**src/rtl/uart_pkg.sv**
```systemverilog
// Shared UART definitions: default geometry and the receive-buffer capture states.
package uart_pkg;

    localparam int UART_DEPTH  = 8;
    localparam int UART_DATA_W = 8;

    typedef enum logic [1:0] {
        IDLE = 2'd0,
        ACK  = 2'd1,
        WAIT = 2'd2
    } rxbuf_state_t;

endpackage

```
**src/rtl/sync_fifo.sv**
```systemverilog
// Generic first-word-fall-through FIFO with explicit occupancy count.
// A push into a full FIFO is accepted only when a pop frees a slot in the same cycle.
module sync_fifo
    import uart_pkg::*;
#(
    parameter int DEPTH  = UART_DEPTH,
    parameter int DATA_W = UART_DATA_W,
    localparam int AW    = $clog2(DEPTH),
    localparam int CW    = AW + 1
) (
    input  logic              clk,
    input  logic              rst_n,
    input  logic              push_i,
    input  logic [DATA_W-1:0] push_data_i,
    input  logic              pop_i,
    output logic [DATA_W-1:0] head_o,
    output logic [CW-1:0]     count_o,
    output logic              full_o,
    output logic              empty_o
);

    logic [DATA_W-1:0] mem_q [DEPTH];
    logic [AW-1:0]     wr_ptr_q, wr_ptr_d;
    logic [AW-1:0]     rd_ptr_q, rd_ptr_d;
    logic [CW-1:0]     count_q, count_d;
    logic              do_push;
    logic              do_pop;

    assign full_o  = (count_q == CW'(DEPTH));
    assign empty_o = (count_q == '0);
    assign count_o = count_q;
    assign head_o  = empty_o ? '0 : mem_q[rd_ptr_q];

    // Pointers are exactly log2(DEPTH) bits, so they wrap on their own.
    always_comb begin
        do_pop   = pop_i && !empty_o;
        do_push  = push_i && (!full_o || do_pop);
        wr_ptr_d = wr_ptr_q + AW'(do_push);
        rd_ptr_d = rd_ptr_q + AW'(do_pop);
        count_d  = count_q + CW'(do_push) - CW'(do_pop);
    end

    always_ff @(posedge clk or negedge rst_n) begin
        if (!rst_n) begin
            wr_ptr_q <= '0;
            rd_ptr_q <= '0;
            count_q  <= '0;
        end else begin
            wr_ptr_q <= wr_ptr_d;
            rd_ptr_q <= rd_ptr_d;
            count_q  <= count_d;
        end
    end

    always_ff @(posedge clk) begin
        if (do_push) begin
            mem_q[wr_ptr_q] <= push_data_i;
        end
    end

endmodule

```
**src/rtl/uart_rx_buffer.sv**
```systemverilog
// Drains bytes from the UART receiver into a FWFT FIFO, acknowledging each one
// so the serial side never stalls; tracks a sticky overrun for discarded bytes.
module uart_rx_buffer
    import uart_pkg::*;
#(
    parameter int DEPTH  = UART_DEPTH,
    parameter int DATA_W = UART_DATA_W,
    localparam int CW    = $clog2(DEPTH) + 1
) (
    input  logic              clk,
    input  logic              rst_n,
    input  logic              rda,
    input  logic [DATA_W-1:0] rx_data,
    output logic              rd_rx,
    input  logic              cpu_rd,
    output logic [DATA_W-1:0] cpu_data,
    output logic              empty,
    output logic              full,
    output logic [CW-1:0]     count,
    output logic              overrun,
    input  logic              clr_ovr,
    output logic [1:0]        dbg_state
);

    rxbuf_state_t state_q, state_d;
    logic         rd_rx_q, rd_rx_d;
    logic         overrun_q, overrun_d;
    logic         push_req;
    logic         discard;

    sync_fifo #(
        .DEPTH  (DEPTH),
        .DATA_W (DATA_W)
    ) u_fifo (
        .clk         (clk),
        .rst_n       (rst_n),
        .push_i      (push_req),
        .push_data_i (rx_data),
        .pop_i       (cpu_rd),
        .head_o      (cpu_data),
        .count_o     (count),
        .full_o      (full),
        .empty_o     (empty)
    );

    // WAIT holds off until rda drops, so each rda assertion yields exactly one push.
    always_comb begin
        state_d   = state_q;
        rd_rx_d   = 1'b0;
        push_req  = 1'b0;
        unique case (state_q)
            IDLE: begin
                if (rda) begin
                    push_req = 1'b1;
                    rd_rx_d  = 1'b1;
                    state_d  = ACK;
                end
            end
            ACK:     state_d = WAIT;
            WAIT: begin
                if (!rda) begin
                    state_d = IDLE;
                end
            end
            default: state_d = IDLE;
        endcase
        // A full FIFO can still take the byte if the bus pops in the same cycle.
        discard   = push_req && full && !cpu_rd;
        overrun_d = discard || (overrun_q && !clr_ovr);
    end

    always_ff @(posedge clk or negedge rst_n) begin
        if (!rst_n) begin
            state_q   <= IDLE;
            rd_rx_q   <= 1'b0;
            overrun_q <= 1'b0;
        end else begin
            state_q   <= state_d;
            rd_rx_q   <= rd_rx_d;
            overrun_q <= overrun_d;
        end
    end

    assign rd_rx     = rd_rx_q;
    assign overrun   = overrun_q;
    assign dbg_state = state_q;

endmodule

```
**config.mk**
```make
export PLATFORM = sky130hd
export DESIGN_NAME = uart_rx_buffer
export DESIGN_NICKNAME = d
export VERILOG_FILES = /design/src/rtl/uart_pkg.sv /design/src/rtl/sync_fifo.sv /design/src/rtl/uart_rx_buffer.sv
export SDC_FILE = /design/constraint.sdc
export NUM_CORES = 1
export LEC_CHECK = 0
export ABC_AREA = 1
export CORE_MARGIN = 2
export CORE_UTILIZATION = 52
export DETAILED_ROUTE_END_ITERATION = 10
export PLACE_DENSITY_LB_ADDON = 0.3
export SLEW_MARGIN = 20
export SYNTH_ARGS = -nofsm -noshare
export SYNTH_HDL_FRONTEND = slang
export SYNTH_HIERARCHICAL = 1
export SYNTH_SLANG_ARGS = --single-unit
```
**constraint.sdc**
```tcl
create_clock -name clk -period 1.7 [get_ports clk]
set_input_delay 0.255 -clock clk [delete_from_list [all_inputs] [get_ports clk]]
set_output_delay 0.255 -clock clk [all_outputs]
set_load 0.02 [all_outputs]
```
; Word level (Yosys, flattened, before mapping)
; Memories as Yosys holds them, arrays and structs flattened.
; Cells that the tools add are included.
[totals]
register_bits = 14
out_inout_bits = 18
n_memories = 1
mem_bits_rw = 64
elab_cells = 38
in_bits = 13
[memory_table]
columns = name, words, width, rd, rd_clocked_by_memory_dff, wr, line_no
row1 = u_fifo.mem_q, 8, 8, 1, 0, 1, sync_fifo.sv:22  ; logic [DATA_W-1:0] mem_q [DEPTH];
[classes]
n_addsub = 4
n_eq_ne = 5
n_mux = 8
n_reduce_logical = 14
[ops]
columns = operator, count
row1 = 8-bit two-way mux, 1
row2 = 3-bit by 1-bit adder with 3-bit output, 2
row3 = 2-bit one-hot mux with 3 select lines, 1
row4 = 1-bit logical AND, 5
row5 = 4-bit by 1-bit adder with 4-bit output, 1
row6 = "4-bit == test, second input constant", 1
row7 = 1-bit logical NOT, 4
row8 = 4-bit logical NOT, 1
row9 = 1-bit two-way mux, 4
row10 = 2-bit two-way mux, 2
row11 = "2-bit != test, second input constant", 2
row12 = 4-bit by 1-bit subtractor with 4-bit output, 1
row13 = "2-bit by 1-bit == test with 1-bit output, second input constant", 1
row14 = "2-bit == test, second input constant", 1
row15 = 2-bit logical NOT, 1
row16 = 1-bit logical OR, 2
row17 = 2-bit AND reduction, 1

; Depth between registers and ports, before layout
[logic_depth]
depth_word = 7
depth_mapped = 11

; Cells and area by module
; The synthesis kept the hierarchy.
[by_module_without_submodules]
columns = mod, area_per_inst_um2, n_inst, cells_per_inst
row1 = sync_fifo, 3419.5, 1, 342
row2 = uart_rx_buffer, 150.1, 1, 16

; Worst setup path after synthesis
; OpenSTA, ideal clock, no wires.
[synth_path]
path_type = reg2reg
from = register u_fifo.count_q[2] (netlist: u_fifo/count_o[2])
to = register u_fifo.count_q[2] (netlist: u_fifo/count_o[2])
n_path_buf = 0
path_stages_with_launch = 10
path_slack_ps = -308
arrival_ps = 1885
setup_ps = 123
cell_sequence = dfrtp_1 > inv_1 > ha_1 > and2_1 > nand2_1 > nand3_1 > nand2_1 > ha_1 > fa_1 > xor2_1
[synth_between]
elab_cells_between_ends = 9
cone_classes = 2 x add/sub / 1 x eq/ne / 6 x reduce/logical
[synth_lines]
columns = element, line_no
row1 = from (decl), sync_fifo.sv:25  ; logic [CW-1:0] count_q, count_d;
row2 = from (signal assigned), sync_fifo.sv:51  ; count_q <= count_d;
row3 = 4-bit == test, sync_fifo.sv:29  ; assign full_o = (count_q == CW'(DEPTH));
row4 = net full, uart_rx_buffer.sv:18  ; output logic full,
row5 = 1-bit logical NOT, sync_fifo.sv:37  ; do_push = push_i && (!full_o || do_pop);
row6 = 1-bit logical OR, sync_fifo.sv:37
row7 = 1-bit logical AND, sync_fifo.sv:37
row8 = 4-bit by 1-bit adder with 4-bit output, sync_fifo.sv:40  ; count_d = count_q + CW'(do_push) - CW'(do_pop);
row9 = 4-bit by 1-bit subtractor with 4-bit output, sync_fifo.sv:40
row10 = net u_fifo.count_d[2], sync_fifo.sv:25
; The timed path passes the listed nets, and every way through them passes these cells.
; A chain may end at the register's enable or synchronous reset.

; Worst setup path in the final report
[layout_path]
from = register u_fifo.count_q[2] (netlist: u_fifo/count_o[2])
to = register u_fifo.count_q[2] (netlist: u_fifo/count_o[2])
[layout_between]
elab_chain_len = 7
elab_cells_between_ends = 9
cone_classes = 2 x add/sub / 1 x eq/ne / 6 x reduce/logical
[layout_lines]
columns = element, line_no
row1 = 4-bit logical NOT, sync_fifo.sv:30  ; assign empty_o = (count_q == '0);
row2 = 1-bit logical NOT, sync_fifo.sv:36  ; do_pop = pop_i && !empty_o;
row3 = 1-bit logical AND, sync_fifo.sv:36
row4 = 1-bit logical OR, sync_fifo.sv:37
row5 = 1-bit logical AND, sync_fifo.sv:37
row6 = 4-bit by 1-bit adder with 4-bit output, sync_fifo.sv:40
row7 = 4-bit by 1-bit subtractor with 4-bit output *, sync_fifo.sv:40
row8 = net u_fifo.count_d[2], sync_fifo.sv:25
; The timed path passes the listed nets; every way through them passes the cells marked *.

==> results.toml <==
[layout]
fin_nets = 456
diodes = 0
area_growth_pct = 35.19
fillCellCount = 483
utilization = 0.7183
final_cell_area_sq_um = 4826
layout-drive-gt1-share = 0.2580

[placement]
gp_congestion = 0.7995
place_area_sq_um = 4225
port_buffers = 30
hpwl_microns = 4726

[outcome]
status = "complete, but fails checks"
violations = "negative setup slack"

[sta]
hold_viol_final = 0
slew_headroom = 0.8021
rsz0062_at_grt = "yes"
drv_slew = 0
fmax_ghz = 0.5376
tightest_slew_ns = 0.2959
setup_ws_ns = -0.1600
fin_crit_sh = 1.094
finClkSkew_ns = 0.01223
setup_viol_count_final = 71
fin_crit_ns = 1.860

[cts]
cts_buffers = 9
clock_latency_ns = 0.35
cts_max_level = 3
cts_root_buf = "clkbuf_8"
clock_sinks = 78
cts_tree = "done"
clkTransAtPathRegs_ns = 0.09
cts.hold.buffers_added = 0
clockBufferDepth = 2

[floorplan]
core_area_sq_um = 6719
start_util = 0.5313
placementRows = 30
chipHeight_microns = 86.86
die-area_sq_um = 7544
die-width_microns = 86.86
io_pins = 31

[yosys]
syn_nets = 381
synth-seq-cells = 78
synth_area_sq_um = 3570
synth_top_area_share = 0.5384
synthFlopType = "edfxtp_1"
yosysUniqueCellTypes = 20
synth_seq_area_share = 0.6365
avgSynthCellArea_sq_um = 9.971
syn_inst = 358
yosysWarnings = 6
synthArstFlopShare = 0.1795
ys_top_cells_by_area = "edfxtp_1, dfrtp_1, nand2_1"
yosysMostFrequentCell = "nand2_1"
synth.largest_area_cell = "edfxtp_1"
synth_common_cells = "nand2_1, inv_1, edfxtp_1"
synth_edf_count = 64

[pwr]
p_switching_mw = 3.166
comb_power_share = 0.487
internal-power_mw = 5.140
ir_drop_mv = 0.9053
leakage_nw = 2.233
pwr-share-clk = 0.197
swShare = 0.3812
pwr-share-seq = 0.316
pwr_density_cell_nw_per_um2 = 1721

[global_routing]
track_usage = 0.2233
grt_start_max_net_pins = 33
grt_pass1_vias = 2605
grt_pass1_wl_microns = 12380
grt.overflow.total = 0
antenna_found_initial = 0

[route]
postRouteAntennaNets = 0
dr_total_vias = 2576
drt-initial-drc-count = 238
dr.pass1.iters = 4
vias_per_cell = 4.973
wl_microns = 8048
wire_per_inst_microns = 15.54
drcViolationCount = 0

[job]
cap_violations = 0

[setup_path]
cp-start-kind = "flop"
crit_arrival_ns = 2.10
cp_max_fo = 5
critPathCaptureType = "flop"
cp.required_ns = 1.94
critical_path_class = "reg -> reg"

[worst_hold_path]
hp-class = "in -> async"
[registers in the layout, indices dropped and copies added (netlist names)]
signal and count:
u_fifo/wr_ptr_q 3, u_fifo/count_o 4, u_fifo/rd_ptr_q 3, u_fifo/mem_q 64
overrun 1, rd_rx 1, dbg_state 2
[per-stage QoR]
step / TNS [ns] / hold WS, ns / worst slack [ns] / instances / total power [mW]
after CTS: -1.869 / 0.2070 / -0.1203 / 515 / 8.047
after global placement: -17.24 / 0.4650 / -0.3139 / 491 / 6.026
final: -4.974 / 0.2160 / -0.1600 / 518 / 8.306
after global routing: -9.493 / 0.2239 / -0.2460 / 518 / 8.825
after floorplan: -5.450 / -0.04059 / -0.08680 / 358 / 4.750
after detailed placement: -19.29 / 0.4769 / -0.3345 / 491 / 6.113
[per-layer routing]
| layer | part of all wire | wire length (microns) | global-route usage |
|---|---|---|---|
| met5 | 0 | 0 | 0 |
| met4 | 0.029 | 236 | 0.1222 |
| met3 | 0.044 | 353 | 0.04739 |
| met2 | 0.48 | 3902 | 0.3435 |
| met1 | 0.44 | 3555 | 0.2974 |
[timing repair]
item                                   CTS  global route
setup buffers                            7             3
setup endpoints to repair               48            80
resized for setup                       85            30
endpoints found under the hold margin    0             0
cloned                                   1             0
pin swaps                                4             2
[layout by cell type, fill, tap and decap left out, drive strengths merged, types with 9 or more instances in the layout]
| master | n |
|---|---|
| edfxtp | 64 |
| buf | 56 |
| ha | 9 |
| nor2 | 30 |
| clkdlybuf4s50 | 15 |
| nand2 | 93 |
| nand3 | 49 |
| dfrtp | 14 |
| clkbuf | 9 |
| inv | 79 |
[cell families after synthesis]
logic type / Yosys count / synth area share
buffers and inverters: 92 / 0.1129
AOI/OAI and AO/OA: 2 / 0.002804
and+or+nand+nor: 172 / 0.2008
DFF: 78 / 0.6365
adders and majority gates: 10 / 0.03715
xor gates and xnor gates: 4 / 0.009816
[power groups by stage]
stage / sequential [mW] / combinational [mW] / clock [mW]
final: 2.62 / 4.04 / 1.64
after global routing: 2.66 / 4.41 / 1.75
after global placement: 2.61 / 3.42 / 0
after detailed placement: 2.62 / 3.49 / 0
after CTS: 2.61 / 3.77 / 1.67
after floorplan: 2.67 / 2.08 / 0
[worst paths after layout]
path / endpoint / slack, ns / from / cells past startpoint
worst max register to register: u_fifo/count_o[2] / -0.16 / u_fifo/count_o[2] / 10
max in group asynchronous: u_fifo/rd_ptr_q[0] / 1.28 / rst_n / 2
worst min-delay path: dbg_state[0] / 0.22 / rst_n / 2
worst min register to register: overrun / 0.49 / overrun / 2
worst max-delay path: u_fifo/count_o[2] / -0.16 / u_fifo/count_o[2] / 10
min in group clk: overrun / 0.47 / clr_ovr / 4
[worst max-delay path, stage by stage, from the launching register on]
cell and delay, ns:
dfrtp_2 0.43, inv_4 0.08, ha_4 0.19, nand2_8 0.11, nand2_8 0.11, nand2_4 0.06
nand3_2 0.06, nand2_2 0.06, ha_4 0.16, fa_2 0.34, xor2_1 0.15
[cell type report]
type,count,area [sq um],area share
Clock inverter,7,112.6,0.02333
Multi-Input combinational cell,189,1120,0.2320
Clock buffer,9,123.9,0.02567
Sequential cell,78,2277,0.4719
Timing Repair Buffer,76,780.7,0.1618
Inverter,79,311.5,0.06456
Tap cell,80,100.1,0.02074
No activity file was read; power rests on OpenSTA's default activity.
